**config.mk**
```make
export PLATFORM = sky130hd
export DESIGN_NAME = dsp_result_collector
export DESIGN_NICKNAME = d
export VERILOG_FILES = /design/src/rtl/dsp_result_collector.sv
export SDC_FILE = /design/constraint.sdc
export NUM_CORES = 1
export LEC_CHECK = 0
export ABC_CLOCK_PERIOD_IN_PS = 3200
export BUFFER_PORTS_ARGS = -buffer_cell sky130_fd_sc_hd__buf_2
export CAP_MARGIN = 20
export CORE_MARGIN = 2
export CORE_UTILIZATION = 50
export CTS_CLUSTER_DIAMETER = 120
export DETAILED_ROUTE_END_ITERATION = 10
export MAX_ROUTING_LAYER = met4
export PLACE_DENSITY = 0.75
export SYNTH_ARGS = -nofsm -noshare
export SYNTH_HDL_FRONTEND = slang
export SYNTH_SLANG_ARGS = --single-unit
```
**constraint.sdc**
```tcl
create_clock -name clock_i -period 3.2 [get_ports clock_i]
set_input_delay 0.32 -clock clock_i [delete_from_list [all_inputs] [get_ports clock_i]]
set_output_delay 0.32 -clock clock_i [all_outputs]
set_load 0.005 [all_outputs]
```
**src/rtl/dsp_result_collector.sv**
```systemverilog
// Purpose: collects 34-bit DSP partial products, propagates carries, and emits 17-bit limbs LSB first.
// Latency: an accepted P word appears on word_o one cycle later when the output FIFO is empty.
// Backpressure: the DSP side is never stalled; P words arriving while the FIFO is full are dropped and overflow_o is set.
module dsp_result_collector #(
   parameter int WORD_COUNT = 8,
   parameter int FIFO_DEPTH = 4
) (
   input  logic        clock_i,
   input  logic        reset_i,
   input  logic        start_i,
   input  logic [33:0] P_i,
   input  logic        P_valid_i,
   output logic [16:0] word_o,
   output logic        word_valid_o,
   output logic        word_last_o,
   input  logic        word_ready_i,
   output logic        busy_o,
   output logic        overflow_o
);

   localparam int AW = (FIFO_DEPTH > 1) ? $clog2(FIFO_DEPTH) : 1;
   localparam int CW = $clog2(WORD_COUNT) + 1;
   localparam logic [CW-1:0] LAST_CNT  = CW'(WORD_COUNT - 1);
   localparam logic [AW:0]   FULL_OCC  = (AW + 1)'(FIFO_DEPTH);

   typedef enum logic [1:0] {
      IDLE   = 2'd0,
      ACCUM  = 2'd1,
      FLUSH0 = 2'd2,
      FLUSH1 = 2'd3
   } state_t;

   state_t          state;
   state_t          state_nxt;

   // Operand accumulation state
   logic [17:0]     carry;
   logic [CW-1:0]   count;
   logic [34:0]     acc;
   logic            take_word;
   logic            op_clear;

   // Output FIFO: entries are {last, limb}
   logic [17:0]     fifo_mem [FIFO_DEPTH];
   logic [AW-1:0]   wr_ptr;
   logic [AW-1:0]   rd_ptr;
   logic [AW:0]     occ;
   logic            fifo_full;
   logic            fifo_empty;
   logic            push_req;
   logic            push;
   logic            pop;
   logic [17:0]     push_data;

   // P word plus the running carry; 35 bits cannot overflow for an 18-bit carry
   assign acc = {1'b0, P_i} + {17'b0, carry};

   assign fifo_full  = (occ == FULL_OCC);
   assign fifo_empty = (occ == '0);

   // Full check deliberately ignores a same-cycle pop to keep the push path shallow
   assign push = push_req & ~fifo_full;
   assign pop  = ~fifo_empty & word_ready_i;

   assign word_valid_o = ~fifo_empty;
   assign word_o       = fifo_mem[rd_ptr][16:0];
   assign word_last_o  = ~fifo_empty & fifo_mem[rd_ptr][17];
   assign busy_o       = (state != IDLE);

   // State register
   always_ff @(posedge clock_i) begin
      if (reset_i) begin
         state <= IDLE;
      end else begin
         state <= state_nxt;
      end
   end

   // Next-state logic and FIFO push request per state
   always_comb begin
      state_nxt = state;
      push_req  = 1'b0;
      push_data = '0;
      take_word = 1'b0;
      op_clear  = 1'b0;
      case (state)
         IDLE: begin
            if (start_i) begin
               op_clear  = 1'b1;
               state_nxt = ACCUM;
            end
         end
         ACCUM: begin
            if (P_valid_i) begin
               take_word = 1'b1;
               push_req  = 1'b1;
               push_data = {1'b0, acc[16:0]};
               if (count == LAST_CNT) begin
                  state_nxt = FLUSH0;
               end
            end
         end
         FLUSH0: begin
            if (!fifo_full) begin
               push_req  = 1'b1;
               push_data = {1'b0, carry[16:0]};
               state_nxt = FLUSH1;
            end
         end
         FLUSH1: begin
            if (!fifo_full) begin
               push_req  = 1'b1;
               push_data = {1'b1, 16'b0, carry[17]};
               state_nxt = IDLE;
            end
         end
         default: begin
            state_nxt = IDLE;
         end
      endcase
   end

   // Carry, word count and sticky overflow; a dropped word still advances carry/count so framing holds
   always_ff @(posedge clock_i) begin
      if (reset_i) begin
         carry      <= '0;
         count      <= '0;
         overflow_o <= 1'b0;
      end else if (op_clear) begin
         carry      <= '0;
         count      <= '0;
         overflow_o <= 1'b0;
      end else if (take_word) begin
         carry <= acc[34:17];
         count <= count + CW'(1);
         if (fifo_full) begin
            overflow_o <= 1'b1;
         end
      end
   end

   // FIFO storage and write pointer; storage is cleared so word_o reads zero after reset
   always_ff @(posedge clock_i) begin
      if (reset_i) begin
         wr_ptr <= '0;
         for (int i = 0; i < FIFO_DEPTH; i++) begin
            fifo_mem[i] <= '0;
         end
      end else if (push) begin
         fifo_mem[wr_ptr] <= push_data;
         wr_ptr           <= wr_ptr + AW'(1);
      end
   end

   // Read pointer; head entry is presented combinationally (first-word-fall-through)
   always_ff @(posedge clock_i) begin
      if (reset_i) begin
         rd_ptr <= '0;
      end else if (pop) begin
         rd_ptr <= rd_ptr + AW'(1);
      end
   end

   // Occupancy tracks push/pop; simultaneous push and pop leaves it unchanged
   always_ff @(posedge clock_i) begin
      if (reset_i) begin
         occ <= '0;
      end else begin
         case ({push, pop})
            2'b10:   occ <= occ + (AW + 1)'(1);
            2'b01:   occ <= occ - (AW + 1)'(1);
            default: occ <= occ;
         endcase
      end
   end

endmodule
```
==> flow_summary.json, run 1 <==
{
  "dieArea_mm2": 0.01248,
  "p_per_area_mw_per_mm2": 618.1,
  "critPathCaptureType": "flop",
  "synth_seq_cells": 106,
  "htreeDepth": 3,
  "hold_depth": 3,
  "cts_tree": "built",
  "synth_area_mm2": 0.005802,
  "finalNonFillerCells": 750,
  "postSynthAreaPerCell_um2": 10.68,
  "grt_pass1_wl_um": 21400,
  "place_hpwl_um": 9452,
  "nets": 669,
  "die_x_um": 111.7,
  "wirelength_um": 13290,
  "required_ns": 3.29,
  "path_clk_slew_ns": 0.07,
  "max_slew_margin_pct": 54.63,
  "fill_cells": 932,
  "placementRows": 39,
  "diodes": 0,
  "vias": 4406,
  "syn2layout_area_growth_pct": 13.46,
  "worstSkewPairLatency_ns": 0.35,
  "synth_async_sr_flop_share_pct": 0,
  "grt_overflow": 0,
  "final_cell_mix": "96 x nor2_1, 72 x edfxtp_1, 59 x buf_2",
  "tightest_slew_ns": 0.6735,
  "hold_viol": 0,
  "grt_pass1_vias": 4255,
  "place.port_buffers": 59,
  "dpl-instance-area_mm2": 0.006289,
  "drive_above_1_share_pct": 19.28,
  "gp_congestion": 0.8977,
  "hold_slack_ns": 0.2769,
  "ys_warn_count": 0,
  "cts_sinks": 106,
  "r2r_cells": 9,
  "wl_per_cell_um": 17.72,
  "hold_buffers": 0,
  "synth_ff_type": "edfxtp_1",
  "post_cts_buffers": 0,
  "setup_viol": 0,
  "fin_crit_sh_pct": 88.24,
  "yosys.area.top_type": "edfxtp_1",
  "crit_arrival_ns": 2.91,
  "clock_path_buffers": 2,
  "drc": 0,
  "synth-edff-count": 72,
  "drt_iter0_markers": 293,
  "path_class": "flop to flop",
  "fin_setup_tns_ns": 0,
  "whs_endpoint": "carry[15]",
  "placed_cells": 735,
  "cts.repair.resized": 0,
  "ios": 60,
  "dr.pass1.iters": 5,
  "setup_ws_ns": 0.3763,
  "reg2reg_slack_ns": 0.38,
  "ys_seq_area_share_pct": 49.00,
  "maxCapViolCount": 0,
  "postLayoutCellArea_mm2": 0.006583,
  "path_max_fanout": 4,
  "syn_inst": 543,
  "fmax_ghz": 0.3541,
  "fin_crit_ns": 2.824,
  "synth_top_area_share_pct": 37.27,
  "irDropWorstVdd_uv": 282.0,
  "start_util_pct": 51.03,
  "mostFrequentLayoutCell": "nor2_1",
  "place_ws_ns": 0.3517,
  "min_path_type": "input pin to flop",
  "clockRootBuffer": "clkbuf_16",
  "grt_max_degree": 54,
  "min_from": "P_i[32]",
  "synth_area_leaders": "edfxtp_1 37%, dfxtp_1 12%, mux4_2 7.0%, nor2_1 6.2%, ha_1 5.4%",
  "power_leakage_nw": 2.435,
  "die_h_um": 111.7,
  "ys_types": 57,
  "syn_nets": 609,
  "coreArea_mm2": 0.01137,
  "regToRegStartpoint": "carry[0]",
  "cts_buffers": 9,
  "vias_per_cell": 5.875,
  "antenna_found_initial": 0,
  "antenna_left": 0,
  "rsz0062_at_grt": "no",
  "worstSetupStartpointType": "flop",
  "drv_slew": 0,
  "r2r_end": "fifo_mem[0][12]",
  "status": "complete, no violations",
  "gr-usage-all-layers_pct": 22.38,
  "finClkSkew_ns": 0.006651
}
[routing by layer]
| metal | track usage, % | share of wire [%] |
|---|---|---|
| met2 | 37.29 | 49 |
| met3 | 3.756 | 7.2 |
| met1 | 28.01 | 42 |
| met4 | 7.243 | 1.8 |
| met5 | - | 0 |
[flip-flops by register name (all words and copies together) (netlist names), named ones only]
name / flops
carry: 18
count: 4
fifo_mem: 72
occ: 3
overflow_o: 1
rd_ptr: 2
state: 2
wr_ptr: 2
[through the flow]
stage	util, %	total power, W
CTS	57.90	0.004077
floorplan	-	0.002594
detailed placement	55.31	0.002979
global route	57.90	0.004276
global placement	55.31	0.002932
finish	57.90	0.004069
[where the power goes]
group          internal (W)  switching, W
Sequential          0.00159     0.0000911
Combinational      0.000510      0.000768
Clock              0.000610      0.000496
[cells by family after synthesis]
| family | Yosys count | synth area share (%) |
|---|---|---|
| XOR/XNOR | 36 | 5.435 |
| flip-flops | 106 | 49.00 |
| AO/OA/AOI/OAI | 115 | 12.77 |
| AND/OR/NAND/NOR | 199 | 16.43 |
| multiplexers | 21 | 7.526 |
| buffers and inverters | 39 | 2.760 |
| adder cells (fa/ha/maj) | 27 | 6.082 |
[critical path: stages, from the launching register on]
cell	delay, ns
dfxtp_1	0.35
ha_1	0.22
fa_1	0.44
a211oi_2	0.30
nor3_2	0.12
o211ai_1	0.22
a21oi_1	0.14
or3_1	0.32
a32oi_1	0.36
nor2_1	0.09
[Yosys cell counts (all sizes together), types with 3 or more instances]
master / instances
a211oi: 5
a21o: 7
a21oi: 38
a22oi: 11
and2: 6
buf: 6
clkbuf: 21
dfxtp: 34
edfxtp: 72
ha: 25
inv: 12
mux4: 18
nand2: 31
nand3: 11
nand4: 8
nor2: 96
nor2b: 6
nor3: 12
nor3b: 6
nor4: 3
o211ai: 4
o21a: 3
o21ai: 30
o21bai: 4
or3: 6
or4: 4
xnor2: 25
xor2: 11
[area by class of cell]
cell class | instances | area, um^2 | share of cell area (%)
Tap cell | 143 | 178.9 | 2.718
Clock inverter | 5 | 65.06 | 0.9884
Multi-Input combinational cell | 398 | 2799 | 42.52
Sequential cell | 106 | 2843 | 43.19
Clock buffer | 10 | 229.0 | 3.478
Inverter | 12 | 45.04 | 0.6843
Timing Repair Buffer | 76 | 422.9 | 6.425
[worst max path at each step]
| stage | slack [ns] | from | to |
|---|---|---|---|
| after detailed placement | 0.35 | P_i[0] | fifo_mem[0][12] |
| after CTS | 0.39 | carry[0] | fifo_mem[0][12] |
| after global placement | 0.43 | P_i[0] | fifo_mem[0][12] |
| final | 0.38 | carry[0] | fifo_mem[0][12] |
| after floorplan | 0.08 | state[1] | fifo_mem[3][0] |
| after global routing | 0.21 | carry[0] | fifo_mem[2][12] |
Power figures use the tool's default switching activity.
==> run 2: changes to the inputs <==
--- a/config.mk
+++ b/config.mk
@@ -12,7 +12,6 @@
 export CORE_UTILIZATION = 50
 export CTS_CLUSTER_DIAMETER = 120
 export DETAILED_ROUTE_END_ITERATION = 10
-export MAX_ROUTING_LAYER = met4
 export PLACE_DENSITY = 0.75
 export SYNTH_ARGS = -nofsm -noshare
 export SYNTH_HDL_FRONTEND = slang
==> run 2 against run 1 <==
Total power rose by 0.43%; global-route usage fell by 0.52 points; final cell count rose by 0.13%; cell area barely moved; sequential cell count did not move; sequential share of layout area barely moved; highest routed layer unchanged; combinational power barely moved; first-iteration DRC count rose by 8.9%.
==> flow_summary.json, run 2 (synthesis gave the netlist of run 1 again) <==
{
  "nets": 669,
  "max_slew_margin_pct": 53.95,
  "top_register": "fifo_mem",
  "fin_setup_tns_ns": 0,
  "syn2layout_area_growth_pct": 13.56,
  "vias": 4441,
  "gr-usage-all-layers_pct": 21.87,
  "switching_share_pct": 33.49,
  "regToRegStartpoint": "carry[0]",
  "clockRootBuffer": "clkbuf_16",
  "drc": 0,
  "worstSetupStartpointType": "flop",
  "finClkSkew_ns": 0.006540,
  "min_path_type": "input pin to flop",
  "path_max_fanout": 4,
  "placed_cells": 735,
  "grt_max_degree": 54,
  "hold_viol": 0,
  "dr.pass1.iters": 5,
  "p_seq_share_pct": 41.2,
  "postLayoutCellArea_mm2": 0.006589,
  "placementRows": 39,
  "cts_sinks": 106,
  "coreArea_mm2": 0.01137,
  "gp_congestion": 0.8859,
  "post_cts_buffers": 0,
  "top_regs": "fifo_mem (72), carry (18), count (4)",
  "path_clk_slew_ns": 0.07,
  "place.port_buffers": 59,
  "mostFrequentLayoutCell": "nor2_1",
  "antenna_left": 0,
  "required_ns": 3.29,
  "place_hpwl_um": 9463,
  "antenna_found_initial": 0,
  "hold_slack_ns": 0.2809,
  "startpoint": "carry[0]",
  "drt_iter0_markers": 319,
  "critPathCaptureType": "flop",
  "largest_reg_flops": 72,
  "p_per_area_mw_per_mm2": 620.1,
  "die_h_um": 111.7,
  "cts.repair.resized": 0,
  "fin_crit_ns": 2.783,
  "wl_per_cell_um": 17.72,
  "start_util_pct": 51.03,
  "dpl-instance-area_mm2": 0.006289,
  "cts_tree": "built",
  "p_comb_share_pct": 31.3,
  "vias_per_cell": 5.913,
  "hold_buffers": 0,
  "grt_overflow": 0,
  "clock_path_buffers": 2,
  "grt_pass1_vias": 4355,
  "drv_slew": 0,
  "dieArea_mm2": 0.01248,
  "ios": 60,
  "hold_depth": 3,
  "path_class": "flop to flop",
  "die_x_um": 111.7,
  "maxCapViolCount": 0,
  "fin_crit_sh_pct": 86.97,
  "p_switching_w": 0.001369,
  "cts_buffers": 9,
  "status": "complete, no violations",
  "r2r_cells": 9,
  "finalNonFillerCells": 751,
  "min_from": "P_i[32]",
  "final_cell_mix": "96 x nor2_1, 72 x edfxtp_1, 59 x buf_2",
  "tightest_slew_ns": 0.6835,
  "htreeDepth": 3,
  "power_leakage_nw": 2.444,
  "crit_arrival_ns": 2.87,
  "rsz0062_at_grt": "no",
  "setup_ws_ns": 0.4171,
  "fmax_ghz": 0.3593,
  "diodes": 0,
  "wirelength_um": 13310,
  "place_ws_ns": 0.3619,
  "irDropWorstVdd_uv": 350.7,
  "p_int_w": 0.002717,
  "grt_pass1_wl_um": 21660,
  "drive_above_1_share_pct": 19.41,
  "power_frac_clock_pct": 27.5,
  "worstSkewPairLatency_ns": 0.34,
  "setup_viol": 0
}
[run 2: cell count changes in the layout (fill, tap and decap cells not counted)]
cell / delta
clkinv_2: +1
inv_6: +2
clkbuf_1: -1
clkinv_4: -1
clkinvlp_4: -1
clkinv_1: +1
[run 2: worst max-delay path, stage by stage, from the launching register on]
cell and delay (ns):
dfxtp_1 0.35, ha_1 0.22, fa_1 0.44, a211oi_2 0.28, nor3_2 0.11, o211ai_1 0.22
a21oi_1 0.14, or3_1 0.32, a32oi_1 0.34, nor2_1 0.09
[run 2: metal layers]
metal | wire, um | vias up | global-route usage, %
li1 | - | 2119 | -
met1 | 5661 | 2126 | 28.13
met2 | 6491 | 173 | 37.45
met3 | 851 | 23 | 3.266
met4 | 303 | 0 | 8.477
met5 | 0 | - | 0
[run 2: power by group through the flow]
stage	clock [W]	combinational, W	sequential [W]
after detailed placement	0	0.00127	0.00171
final	0.00112	0.00128	0.00168
after floorplan	0	0.000912	0.00168
after global placement	0	0.00123	0.00170
after global routing	0.00118	0.00141	0.00170
after CTS	0.00113	0.00128	0.00168
[run 2: final cells by class]
cell class | instances | area, um^2
clock buffer | 9 | 225.2
clock inverter | 7 | 75.07
fill | 964 | 4781
inverter | 12 | 45.04
multi-input combinational | 398 | 2799
sequential | 106 | 2843
tap | 143 | 178.9
timing repair buffer | 76 | 422.9
[run 2: path summary, 6_finish.rpt]
path / endpoint / slack, ns
worst min-delay path: carry[15] / 0.28
worst max register to register: fifo_mem[0][12] / 0.42
worst max-delay path: fifo_mem[0][12] / 0.42
worst min register to register: overflow_o / 0.47
[run 2: stage by stage]
step | total power, W | utilization, %
after floorplan | 0.002594 | -
after global placement | 0.002935 | 55.31
after detailed placement | 0.002978 | 55.31
after CTS | 0.004090 | 57.95
after global routing | 0.004291 | 57.95
final | 0.004086 | 57.95
